$ cat config.mk
export PLATFORM = sky130hd
export DESIGN_NAME = hazard_ctrl_flat
export DESIGN_NICKNAME = d
export VERILOG_FILES = /design/src/rtl/hazard_ctrl_pkg.sv /design/src/rtl/hazard_ctrl_if.sv /design/src/rtl/hazard_ctrl_mdu_scoreboard.sv /design/src/rtl/hazard_ctrl.sv /design/src/flat_wrapper.sv
export SDC_FILE = /design/constraint.sdc
export NUM_CORES = 1
export LEC_CHECK = 0
export CORE_MARGIN = 2
export CORE_UTILIZATION = 34
export CTS_BUF_LIST = sky130_fd_sc_hd__clkbuf_16
export CTS_CLUSTER_SIZE = 28
export DETAILED_ROUTE_END_ITERATION = 12
export PLACE_DENSITY = 0.65
export SLEW_MARGIN = 20
export SYNTH_ARGS = -nofsm -noshare
export SYNTH_HDL_FRONTEND = slang
export SYNTH_SLANG_ARGS = --single-unit
$ cat constraint.sdc
create_clock -name clk -period 2.8 [get_ports clk]
set_input_delay 0.84 -clock clk [delete_from_list [all_inputs] [get_ports clk]]
set_output_delay 0.84 -clock clk [all_outputs]
set_load 0.05 [all_outputs]
$ cat src/rtl/hazard_ctrl_pkg.sv
// Shared constants and types for the hazard controller slice.
package hazard_pkg;

    // Forwarding mux select encodings.
    localparam logic [1:0] FWD_RF = 2'b00;
    localparam logic [1:0] FWD_W  = 2'b01;
    localparam logic [1:0] FWD_M  = 2'b10;

    // MDU scoreboard state.
    typedef enum logic {
        SB_IDLE = 1'b0,
        SB_BUSY = 1'b1
    } sb_state_t;

endpackage

$ cat src/rtl/hazard_ctrl_if.sv
// Pipeline-to-hazard-unit signal bundle. Inputs here are level signals sampled
// every cycle; there is no valid/ready handshake, the only event input is the
// one-cycle MduDone pulse. SbState is a debug view of the scoreboard FSM.
interface hazard_ctrl_if #(
    parameter int AW    = 5,
    parameter int CNT_W = 32
);
    import hazard_pkg::*;

    logic [AW-1:0]    Rs1D, Rs2D, RdD;
    logic             Rs1UsedD, Rs2UsedD, RegWriteD, MduStartD;
    logic [AW-1:0]    Rs1E, Rs2E, RdE;
    logic             ResultSrcEb0, MduStartE, PCSrcE;
    logic [AW-1:0]    RdM, RdW;
    logic             RegWriteM, RegWriteW;
    logic             MemReqM, DmemReadyM;
    logic             MduDone;
    logic [1:0]       ForwardAE, ForwardBE;
    logic             StallF, StallD, StallE, StallM;
    logic             FlushD, FlushE;
    logic             MduBusy, MduTimeout;
    logic [CNT_W-1:0] StallCnt;
    sb_state_t        SbState;

    modport master (
        output Rs1D, Rs2D, RdD, Rs1UsedD, Rs2UsedD, RegWriteD, MduStartD,
               Rs1E, Rs2E, RdE, ResultSrcEb0, MduStartE, PCSrcE,
               RdM, RdW, RegWriteM, RegWriteW, MemReqM, DmemReadyM, MduDone,
        input  ForwardAE, ForwardBE, StallF, StallD, StallE, StallM,
               FlushD, FlushE, MduBusy, MduTimeout, StallCnt, SbState
    );

    modport slave (
        input  Rs1D, Rs2D, RdD, Rs1UsedD, Rs2UsedD, RegWriteD, MduStartD,
               Rs1E, Rs2E, RdE, ResultSrcEb0, MduStartE, PCSrcE,
               RdM, RdW, RegWriteM, RegWriteW, MemReqM, DmemReadyM, MduDone,
        output ForwardAE, ForwardBE, StallF, StallD, StallE, StallM,
               FlushD, FlushE, MduBusy, MduTimeout, StallCnt, SbState
    );

endinterface

$ cat src/rtl/hazard_ctrl_mdu_scoreboard.sv
// Tracks one outstanding multiply/divide op: its destination register and
// how long it has been in flight, raising a sticky timeout flag if it never ends.
module mdu_scoreboard
    import hazard_pkg::*;
#(
    parameter int AW      = 5,
    parameter int TIMEOUT = 64
) (
    input  logic          clk,
    input  logic          rst_n,
    input  logic          start,
    input  logic          stall,
    input  logic          done,
    input  logic [AW-1:0] rd,
    output logic          busy,
    output logic [AW-1:0] pend_rd,
    output logic          timeout,
    output sb_state_t     state
);

    localparam int          CW     = $clog2(TIMEOUT + 1);
    localparam logic [CW-1:0] TO_VAL = CW'(TIMEOUT);

    sb_state_t     state_q, state_d;
    logic [CW-1:0] cnt_q;
    logic [AW-1:0] pend_q;
    logic          timeout_q;
    logic          capture;
    logic          inc;

    // A start held in E by a memory freeze has not really issued yet.
    assign capture = start & ~stall;
    assign inc     = (state_q == SB_BUSY) & ~capture & ~done & (cnt_q != TO_VAL);

    // State register.
    always_ff @(posedge clk or negedge rst_n) begin
        if (!rst_n) state_q <= SB_IDLE;
        else        state_q <= state_d;
    end

    // Next state: a new issue wins over completion so back-to-back ops stay BUSY.
    always_comb begin
        state_d = state_q;
        case (state_q)
            SB_IDLE: if (capture) state_d = SB_BUSY;
            SB_BUSY: if (capture) state_d = SB_BUSY;
                     else if (done) state_d = SB_IDLE;
            default: state_d = SB_IDLE;
        endcase
    end

    // Pending destination, in-flight cycle counter and sticky timeout flag.
    always_ff @(posedge clk or negedge rst_n) begin
        if (!rst_n) begin
            pend_q    <= '0;
            cnt_q     <= '0;
            timeout_q <= 1'b0;
        end else begin
            if (capture) begin
                pend_q <= rd;
                cnt_q  <= '0;
            end else if (inc) begin
                cnt_q <= cnt_q + 1'b1;
            end
            if (inc && (cnt_q == TO_VAL - 1'b1)) timeout_q <= 1'b1;
        end
    end

    // Outputs decoded from the registered state.
    always_comb begin
        busy    = (state_q == SB_BUSY);
        state   = state_q;
        pend_rd = pend_q;
        timeout = timeout_q;
    end

endmodule

$ cat src/rtl/hazard_ctrl.sv
// Hazard controller for the 5-stage RV32 pipeline: operand forwarding,
// load-use and MDU interlocks, memory-wait freeze and a stall-cycle counter.
module hazard_ctrl
    import hazard_pkg::*;
#(
    parameter int AW      = 5,
    parameter int TIMEOUT = 64,
    parameter int CNT_W   = 32
) (
    input logic         clk,
    input logic         rst_n,
    hazard_ctrl_if.slave hz
);

    logic          mem_stall, lw_stall, mdu_stall;
    logic          raw_hit, waw_hit;
    logic          sb_busy, sb_timeout;
    logic [AW-1:0] pend_rd;
    sb_state_t     sb_state;
    logic [CNT_W-1:0] stall_cnt_q;

    // x0 is never forwarded; M is younger than W so it wins.
    function automatic logic [1:0] fwd_sel(input logic [AW-1:0] rs,
                                           input logic [AW-1:0] rd_m, input logic we_m,
                                           input logic [AW-1:0] rd_w, input logic we_w);
        if (rs == '0)                 return FWD_RF;
        else if (we_m && rs == rd_m)  return FWD_M;
        else if (we_w && rs == rd_w)  return FWD_W;
        else                          return FWD_RF;
    endfunction

    mdu_scoreboard #(.AW(AW), .TIMEOUT(TIMEOUT)) u_sb (
        .clk     (clk),
        .rst_n   (rst_n),
        .start   (hz.MduStartE),
        .stall   (mem_stall),
        .done    (hz.MduDone),
        .rd      (hz.RdE),
        .busy    (sb_busy),
        .pend_rd (pend_rd),
        .timeout (sb_timeout),
        .state   (sb_state)
    );

    // Hazard detection terms.
    always_comb begin
        mem_stall = hz.MemReqM & ~hz.DmemReadyM;
        lw_stall  = hz.ResultSrcEb0 & (hz.RdE != '0) &
                    ((hz.Rs1UsedD & (hz.Rs1D == hz.RdE)) |
                     (hz.Rs2UsedD & (hz.Rs2D == hz.RdE)));
        raw_hit   = (pend_rd != '0) &
                    ((hz.Rs1UsedD & (hz.Rs1D == pend_rd)) |
                     (hz.Rs2UsedD & (hz.Rs2D == pend_rd)));
        waw_hit   = hz.RegWriteD & (hz.RdD == pend_rd) & (hz.RdD != '0);
        mdu_stall = sb_busy & (raw_hit | waw_hit | hz.MduStartD);
    end

    // Forwarding selects and stall/flush priority: freeze, redirect, interlock.
    always_comb begin
        hz.ForwardAE = fwd_sel(hz.Rs1E, hz.RdM, hz.RegWriteM, hz.RdW, hz.RegWriteW);
        hz.ForwardBE = fwd_sel(hz.Rs2E, hz.RdM, hz.RegWriteM, hz.RdW, hz.RegWriteW);
        hz.StallF = 1'b0;
        hz.StallD = 1'b0;
        hz.StallE = 1'b0;
        hz.StallM = 1'b0;
        hz.FlushD = 1'b0;
        hz.FlushE = 1'b0;
        if (mem_stall) begin
            hz.StallF = 1'b1;
            hz.StallD = 1'b1;
            hz.StallE = 1'b1;
            hz.StallM = 1'b1;
        end else if (hz.PCSrcE) begin
            hz.FlushD = 1'b1;
            hz.FlushE = 1'b1;
        end else if (lw_stall || mdu_stall) begin
            hz.StallF = 1'b1;
            hz.StallD = 1'b1;
            hz.FlushE = 1'b1;
        end
    end

    // Saturating count of cycles in which decode was held.
    always_ff @(posedge clk or negedge rst_n) begin
        if (!rst_n)                                 stall_cnt_q <= '0;
        else if (hz.StallD && (stall_cnt_q != '1))  stall_cnt_q <= stall_cnt_q + 1'b1;
    end

    assign hz.StallCnt   = stall_cnt_q;
    assign hz.MduBusy    = sb_busy;
    assign hz.MduTimeout = sb_timeout;
    assign hz.SbState    = sb_state;

endmodule

$ cat src/flat_wrapper.sv
// flat-port wrapper written by rule: the top's interface ports become plain ports
module hazard_ctrl_flat import hazard_pkg::*;
#(
    parameter int AW      = 5,
    parameter int TIMEOUT = 64,
    parameter int CNT_W   = 32
)
  (clk, rst_n, hz_Rs1D, hz_Rs2D, hz_RdD, hz_Rs1UsedD, hz_Rs2UsedD, hz_RegWriteD, hz_MduStartD, hz_Rs1E, hz_Rs2E, hz_RdE, hz_ResultSrcEb0, hz_MduStartE, hz_PCSrcE, hz_RdM, hz_RdW, hz_RegWriteM, hz_RegWriteW, hz_MemReqM, hz_DmemReadyM, hz_MduDone, hz_ForwardAE, hz_ForwardBE, hz_StallF, hz_StallD, hz_StallE, hz_StallM, hz_FlushD, hz_FlushE, hz_MduBusy, hz_MduTimeout, hz_StallCnt, hz_SbState);
  hazard_ctrl_if #(.AW(AW), .CNT_W(CNT_W)) hz_i ();
  input logic clk;
  input logic rst_n;
  input wire logic [$bits(hz_i.Rs1D)-1:0] hz_Rs1D;
  input wire logic [$bits(hz_i.Rs2D)-1:0] hz_Rs2D;
  input wire logic [$bits(hz_i.RdD)-1:0] hz_RdD;
  input wire logic [$bits(hz_i.Rs1UsedD)-1:0] hz_Rs1UsedD;
  input wire logic [$bits(hz_i.Rs2UsedD)-1:0] hz_Rs2UsedD;
  input wire logic [$bits(hz_i.RegWriteD)-1:0] hz_RegWriteD;
  input wire logic [$bits(hz_i.MduStartD)-1:0] hz_MduStartD;
  input wire logic [$bits(hz_i.Rs1E)-1:0] hz_Rs1E;
  input wire logic [$bits(hz_i.Rs2E)-1:0] hz_Rs2E;
  input wire logic [$bits(hz_i.RdE)-1:0] hz_RdE;
  input wire logic [$bits(hz_i.ResultSrcEb0)-1:0] hz_ResultSrcEb0;
  input wire logic [$bits(hz_i.MduStartE)-1:0] hz_MduStartE;
  input wire logic [$bits(hz_i.PCSrcE)-1:0] hz_PCSrcE;
  input wire logic [$bits(hz_i.RdM)-1:0] hz_RdM;
  input wire logic [$bits(hz_i.RdW)-1:0] hz_RdW;
  input wire logic [$bits(hz_i.RegWriteM)-1:0] hz_RegWriteM;
  input wire logic [$bits(hz_i.RegWriteW)-1:0] hz_RegWriteW;
  input wire logic [$bits(hz_i.MemReqM)-1:0] hz_MemReqM;
  input wire logic [$bits(hz_i.DmemReadyM)-1:0] hz_DmemReadyM;
  input wire logic [$bits(hz_i.MduDone)-1:0] hz_MduDone;
  output wire logic [$bits(hz_i.ForwardAE)-1:0] hz_ForwardAE;
  output wire logic [$bits(hz_i.ForwardBE)-1:0] hz_ForwardBE;
  output wire logic [$bits(hz_i.StallF)-1:0] hz_StallF;
  output wire logic [$bits(hz_i.StallD)-1:0] hz_StallD;
  output wire logic [$bits(hz_i.StallE)-1:0] hz_StallE;
  output wire logic [$bits(hz_i.StallM)-1:0] hz_StallM;
  output wire logic [$bits(hz_i.FlushD)-1:0] hz_FlushD;
  output wire logic [$bits(hz_i.FlushE)-1:0] hz_FlushE;
  output wire logic [$bits(hz_i.MduBusy)-1:0] hz_MduBusy;
  output wire logic [$bits(hz_i.MduTimeout)-1:0] hz_MduTimeout;
  output wire logic [$bits(hz_i.StallCnt)-1:0] hz_StallCnt;
  output wire logic [$bits(hz_i.SbState)-1:0] hz_SbState;
  assign hz_i.Rs1D = hz_Rs1D;
  assign hz_i.Rs2D = hz_Rs2D;
  assign hz_i.RdD = hz_RdD;
  assign hz_i.Rs1UsedD = hz_Rs1UsedD;
  assign hz_i.Rs2UsedD = hz_Rs2UsedD;
  assign hz_i.RegWriteD = hz_RegWriteD;
  assign hz_i.MduStartD = hz_MduStartD;
  assign hz_i.Rs1E = hz_Rs1E;
  assign hz_i.Rs2E = hz_Rs2E;
  assign hz_i.RdE = hz_RdE;
  assign hz_i.ResultSrcEb0 = hz_ResultSrcEb0;
  assign hz_i.MduStartE = hz_MduStartE;
  assign hz_i.PCSrcE = hz_PCSrcE;
  assign hz_i.RdM = hz_RdM;
  assign hz_i.RdW = hz_RdW;
  assign hz_i.RegWriteM = hz_RegWriteM;
  assign hz_i.RegWriteW = hz_RegWriteW;
  assign hz_i.MemReqM = hz_MemReqM;
  assign hz_i.DmemReadyM = hz_DmemReadyM;
  assign hz_i.MduDone = hz_MduDone;
  assign hz_ForwardAE = hz_i.ForwardAE;
  assign hz_ForwardBE = hz_i.ForwardBE;
  assign hz_StallF = hz_i.StallF;
  assign hz_StallD = hz_i.StallD;
  assign hz_StallE = hz_i.StallE;
  assign hz_StallM = hz_i.StallM;
  assign hz_FlushD = hz_i.FlushD;
  assign hz_FlushE = hz_i.FlushE;
  assign hz_MduBusy = hz_i.MduBusy;
  assign hz_MduTimeout = hz_i.MduTimeout;
  assign hz_StallCnt = hz_i.StallCnt;
  assign hz_SbState = hz_i.SbState;
  hazard_ctrl #(.AW(AW), .TIMEOUT(TIMEOUT), .CNT_W(CNT_W)) u_core (.clk(clk), .rst_n(rst_n), .hz(hz_i));
endmodule
==> results of run 1 <==
cell type report:
cell class                 count  area [µm²]  share of cell area [%]
multi-input combinational    235        1780                    39.8
timing repair buffer         132        1230                    27.6
sequential                    46        1150                    25.8
tap                          105         131                    2.94
clock buffer                   5         125                    2.80
inverter                       6        25.0                   0.560
clock inverter                 3        21.3                   0.476
metal layers:
metal | global-route usage (%) | vias to the layer above | part of all wire (%)
met5 | 0 | - | 0
met4 | 3.45 | 0 | 1.1
met3 | 3.37 | 6 | 4.5
met2 | 29.7 | 66 | 52
met1 | 21.1 | 1237 | 42
li1 | - | 1287 | -
what timing repair did:
item,4_1_cts,5_1_grt
setup buffers,5,0
hold buffers,0,0
endpoints found under the setup margin,42,10
resized for setup,147,12
pin swaps,37,9
registers in the layout, indices dropped and copies added (netlist names):
name and flops:
u_core.u_sb.timeout 1, u_core.hz.StallCnt 32, u_core.u_sb.pend_rd 5, u_core.u_sb.busy 1, u_core.u_sb.cnt_q 7
synthesized netlist by cell type (3+ instances only):
library cell	count	area share, %
ha_1	3	1.3
and3_1	17	3.7
xor2_1	23	7.0
dfrtp_1	46	40
buf_6	4	1.6
xnor2_1	57	17
nand4_1	21	4.6
nand2_1	32	4.2
inv_1	6	0.79
buf_4	3	0.79
or4_1	4	1.0
o21ai_0	4	0.70
nand3_1	19	3.3
a31oi_1	3	0.66
and2_1	4	0.87
nor2_1	18	2.4
nor4_1	6	1.3
and4_1	3	0.92
stage by stage:
step	cell area, µm²	power [mW]
finish	4470	2.09
global route	4470	2.20
floorplan	2910	1.19
detailed placement	4210	1.51
global placement	4210	1.50
CTS	4460	2.11
power by group:
part | switching, mW | internal [mW]
Combinational | 0.407 | 0.314
Clock | 0.248 | 0.330
Sequential | 0.0661 | 0.722
Total | 0.721 | 1.37
path summary, 6_finish.rpt:
path | from | to | slack, ns | depth (start not counted)
max | hz_RdE[2] | hz_StallF | -0.30 | 8
min | u_core.hz.StallCnt[26] | u_core.hz.StallCnt[26] | 0.49 | 1
max reg2reg | u_core.u_sb.pend_rd[1] | u_core.hz.StallCnt[1] | 0.27 | 9
min reg2reg | u_core.hz.StallCnt[26] | u_core.hz.StallCnt[26] | 0.49 | 1
max in group asynchronous | rst_n | u_core.hz.StallCnt[0] | 1.77 | 2
min in group asynchronous | rst_n | u_core.hz.StallCnt[11] | 0.64 | 2
worst max-delay path, stage by stage:
cell and delay, ns:
buf_8 0.10, buf_6 0.10, or4_4 0.53, o21ai_2 0.16
buf_4 0.13, o311ai_4 0.09, buf_6 0.15, buf_12 0.14
cells in the final DEF, fill, tap and decap left out, drive strengths merged:
cell and count:
a21oi 2, a31oi 3, and2 4, and3 18, and4 3, buf 67
clkbuf 7, clkdlybuf4s15 4, clkdlybuf4s50 45, clkinv 2, clkinvlp 1, dfrtp 46
dlygate4sd2 13, dlymetal6s2s 1, ha 3, inv 6, mux2 1, nand2 32
nand2b 1, nand3 20, nand4 21, nand4b 2, nor2 18, nor3 3
nor4 6, nor4b 2, o21ai 4, o22ai 2, o311ai 1, o31ai 3
or2b 1, or3 1, or4 4, xnor2 57, xor2 23
cell families (layout without fill, tap and decap cells):
kind of cell,after synthesis,after routing
DFF,46,46
muxes,1,1
adders and majority gates,3,3
xor gates and xnor gates,80,80
buffers and inverters,16,146
and+or+nand+nor,136,136
AOI/OAI and AO/OA,15,15
==> impl_metrics.toml, run 1 <==
[min_path]
type_of_the_tightest_min_delay_check = "register to register"

[synthesis]
compound_cell_area_share_of_the_yosys_netlist_pct = 4.19
synth_cell_types = 36
ys_seq_elements = 46
yosys.area_share.xor_xnor_pct = 24.5
yosys-mux-area-fraction_pct = 0.393
synthesis.nets = 354
synth.yosys.seq_area_share_pct = 40.2
count_of_flip_flops_with_a_built_in_enable_after_synthesis = 0
fraction_of_the_mapped_netlist_area_in_adder_cells_pct = 1.31
syn-cell-area_um2 = 2860
synthSimpleGateAreaFrac_pct = 25.8
async_reset_ff_share_pct = 100
syn-instance-count = 297
warning_count_from_the_yosys_run = 0
synth.avg_cell_area_um2 = 9.64
synth_top_family_by_area = "simple AND/OR/NAND/NOR gates"
synth_ff_type = "dfrtp_1"

[global_routing]
grt_pass1_vias = 2562
grt_remaining_overflow = 0
grt_first_pass_wirelength_mm = 12.2
grt_antenna_before_repair = 0
global_route.usage.total_pct = 16.7
maximum_number_of_pins_on_one_net_before_global_route_repair = 47

[outcome]
run_status = "finished with violations"
failed_checks = "setup timing"

[die]
standard_cell_core_area_um2 = 8180
initial_utilization_pct = 35.0
std_cell_rows = 33
floorplan.io_pins = 99
die_x_um = 95.8
die_area_um2 = 9170
die_y_um = 95.8

[final_layout]
fin_nets = 483
finish.utilization_pct = 54.6
final_cell_count_no_fill = 532
drive_gt1_share_pct = 25.1
num-fill-cells = 735
n_antenna_cell = 0
area_growth_pct = 55.9

[timing]
skew_ns = 0.00834
postLayoutSetupSlackWorst_ns = -0.302
layout_min_cycle_time_ns = 3.10
fin_crit_sh_pct = 111
hold-worst-slack_ns = 0.489
max_slew.worst_pin.slew_ns = 0.587
finalHoldViolations = 0
grt_setup_unrepaired = "yes"
maxSlewHeadroom_pct = 60.6
finalMaxSlewViolations = 0
achievable-frequency_mhz = 322
final.setup.tns_ns = -0.844
final-setup-viol-count = 3

[placement]
place.detailed.hpwl_mm = 5.65
portBuffers = 98
place_congestion = 0.850
detailedPlace.worstSlack_ns = -0.814
placedCellCount = 519

[clock_network]
clock-sinks = 46
cts_root_buf = "clkbuf_16"
clk_pin_slew_worst_paths_ns = 0.07
cts_buffer_depth = 2
ctsHtreeMaxLevel = 2
worst_skew_pair_latency_ns = 0.28
cts_inserted_buffers = 5
tritoncts = "built"

[flow_run]
drv_cap = 0

[worst_setup_path]
critPathRequiredTime_ns = 1.96
path_max_fanout = 3
cp.arrival_ns = 2.26
worstSetupPathType = "input pin to output pin"
timing.critical_path.from_type = "input pin"
critPathCaptureType = "output pin"

[route]
routed_via_density = 4.88
via_count = 2596
detail_route.iter0.violations = 79
finalWirelength_mm = 7.38
antenna_violating_nets_post_route = 0
route.detailed.drc = 0
drtPass1Iterations = 4
detail_route.wl_per_cell_um = 13.9

[power]
static-leakage-power_nw = 1.94
max-vdd-ir-drop_mv = 0.232
power_per_cell_area_nw_per_um2 = 468
Note: power is estimated with default switching activity, not from simulation.
==> run 2: changes to the inputs <==
--- a/config.mk
+++ b/config.mk
@@ -6,11 +6,12 @@
 export NUM_CORES = 1
 export LEC_CHECK = 0
 export CORE_MARGIN = 2
-export CORE_UTILIZATION = 34
+export CORE_UTILIZATION = 41
 export CTS_BUF_LIST = sky130_fd_sc_hd__clkbuf_16
 export CTS_CLUSTER_SIZE = 28
 export DETAILED_ROUTE_END_ITERATION = 12
-export PLACE_DENSITY = 0.65
+export PLACE_DENSITY = 0.76
+export REMOVE_ABC_BUFFERS = 1
 export SLEW_MARGIN = 20
 export SYNTH_ARGS = -nofsm -noshare
 export SYNTH_HDL_FRONTEND = slang
==> impl_metrics.toml, run 2 (synthesized netlist as in run 1, its figures left out) <==
[outcome]
run_status = "finished with violations"
failed_checks = "setup timing"

[global_routing]
grt_pass1_vias = 2606
grt_first_pass_wirelength_mm = 12.6
global_route.usage.total_pct = 20.5
grt_antenna_before_repair = 0
maximum_number_of_pins_on_one_net_before_global_route_repair = 35
grt_remaining_overflow = 0

[min_path]
hold-path-endpoint = "u_core.u_sb.timeout"
worstHoldPathCells = 2
type_of_the_tightest_min_delay_check = "register to register"
holdCritStartpoint = "u_core.u_sb.timeout"

[worst_setup_path]
cp.arrival_ns = 2.22
worstSetupPathType = "input pin to output pin"
critPathRequiredTime_ns = 1.96
path_max_fanout = 3
timing.critical_path.from_type = "input pin"
timing.rr.end = "u_core.hz.StallCnt[1]"
regToRegSetupSlack_ns = 0.36
critPathCaptureType = "output pin"
worst_r2r_start = "u_core.u_sb.pend_rd[2]"
worstRegToRegCells = 9

[final_layout]
multi_input_comb_area_um2 = 1790
sequential_area_um2 = 1150
area_growth_pct = 54.1
final_common_cell = "xnor2_1"
num-fill-cells = 562
fin_nets = 475
finish.utilization_pct = 65.0
drive_gt1_share_pct = 25.5
flip_flop_count_of_the_largest_register_after_layout = 32
most-common-layout-cells = "52 x xnor2_1, 46 x dfrtp_1, 45 x clkdlybuf4s50_1"
n_antenna_cell = 0

[timing]
postLayoutSetupSlackWorst_ns = -0.263
final-setup-viol-count = 3
max_slew.worst_pin.slew_ns = 0.747
finalHoldViolations = 0
fin_crit_sh_pct = 109
maxSlewHeadroom_pct = 50.2
skew_ns = 0.00608
grt_setup_unrepaired = "yes"
layout_min_cycle_time_ns = 3.06
achievable-frequency_mhz = 327
final.setup.tns_ns = -0.770
finalMaxSlewViolations = 0

[die]
die_y_um = 87.6
floorplan.io_pins = 99
die_x_um = 87.6
initial_utilization_pct = 42.2
std_cell_rows = 30
die_area_um2 = 7670
standard_cell_core_area_um2 = 6790

[placement]
place_congestion = 0.866
place.detailed.hpwl_mm = 5.57
portBuffers = 98

[route]
detail_route.wl_per_cell_um = 14.9
via_count = 2636
antenna_violating_nets_post_route = 0
detail_route.iter0.violations = 140
route.detailed.drc = 0
routed_via_density = 5.12
finalWirelength_mm = 7.67
drtPass1Iterations = 4

[power]
max-vdd-ir-drop_mv = 0.650
design_power_total_mw = 2.16
power_per_cell_area_nw_per_um2 = 489
static-leakage-power_nw = 1.92

[clock_network]
cts-hold-fix-buffers = 0
cts_root_buf = "clkbuf_16"
cts_buffer_depth = 2
ctsHtreeMaxLevel = 2
clk_pin_slew_worst_paths_ns = 0.06
worst_skew_pair_latency_ns = 0.28
clock-sinks = 46
tritoncts = "built"
cts_inserted_buffers = 5

[flow_run]
drv_cap = 0
[run 2: cell types whose count changed in the layout (fill, tap and decap cells not counted), moves of 2 or more]
cell           previous run  this run
buf_6                    13         6
dlygate4sd2_1            13         8
clkbuf_2                  2         6
xnor2_1                  56        52
buf_4                    29        26
xnor2_2                   1         4
buf_12                    7         9
nor4_2                    2         4
xor2_1                   20        22
xor2_2                    3         1
[run 2: area by class of cell]
| type | instances | share of cell area, % |
|---|---|---|
| clock inverters | 3 | 0.907 |
| flip-flops and latches | 46 | 26.1 |
| multi-input cells | 235 | 40.6 |
| clock buffers | 5 | 2.84 |
| well taps | 96 | 2.72 |
| repair buffers | 124 | 26.3 |
| inverters | 6 | 0.510 |
[run 2: per-layer routing]
metal / global-route usage (%) / part of all wire [%]
met4: 4.62 / 0.69
met3: 3.77 / 6.2
met5: 0 / 0
met1: 28.0 / 46
met2: 34.0 / 47
[run 2: critical path, cell delays in order]
cell and delay, ns:
buf_8 0.10, xor2_1 0.16, nor4_2 0.26, and3_1 0.23
a31oi_4 0.06, o311ai_4 0.28, buf_12 0.16, buf_12 0.13
[run 2: how the worst max path moves through the flow]
stage / start / endpoint / slack, ns / cells past startpoint
2_1_floorplan: hz_RdE[2] / hz_StallD / -0.90 / 5
3_3_place_gp: hz_RdE[2] / hz_StallD / -0.74 / 8
3_5_place_dp: hz_RdE[3] / hz_StallF / -0.76 / 8
4_1_cts: hz_Rs2D[0] / hz_FlushE / -0.27 / 9
5_1_grt: hz_Rs2D[0] / hz_StallF / -0.35 / 8
6_report: hz_Rs2D[0] / hz_StallF / -0.26 / 8
[run 2: where the power goes]
| group | internal (mW) | total [mW] | switching, mW | leakage, nW |
|---|---|---|---|---|
| Sequential | 0.723 | 0.792 | 0.0695 | 0.615 |
| Combinational | 0.309 | 0.704 | 0.395 | 1.22 |
| Clock | 0.418 | 0.660 | 0.242 | 0.0836 |
| Total | 1.45 | 2.16 | 0.707 | 1.92 |
[run 2: what timing repair did]
action / 4_1_cts / 5_1_grt
buffers inserted: 2 / 0
hold endpoints to repair: 0 / 0
setup endpoints to repair: 42 / 11
gates resized for setup: 153 / 26
pin swaps: 32 / 19
[run 2: per-stage QoR]
stage | setup WS, ns | cells | hold WS, ns | area (µm²)
2_1_floorplan | -0.896 | 287 | 0.472 | 2780
3_3_place_gp | -0.735 | 508 | 0.457 | 4170
4_1_cts | -0.274 | 515 | 0.475 | 4400
6_report | -0.263 | 515 | 0.468 | 4410
5_1_grt | -0.353 | 515 | 0.508 | 4410
3_5_place_dp | -0.763 | 508 | 0.460 | 4170
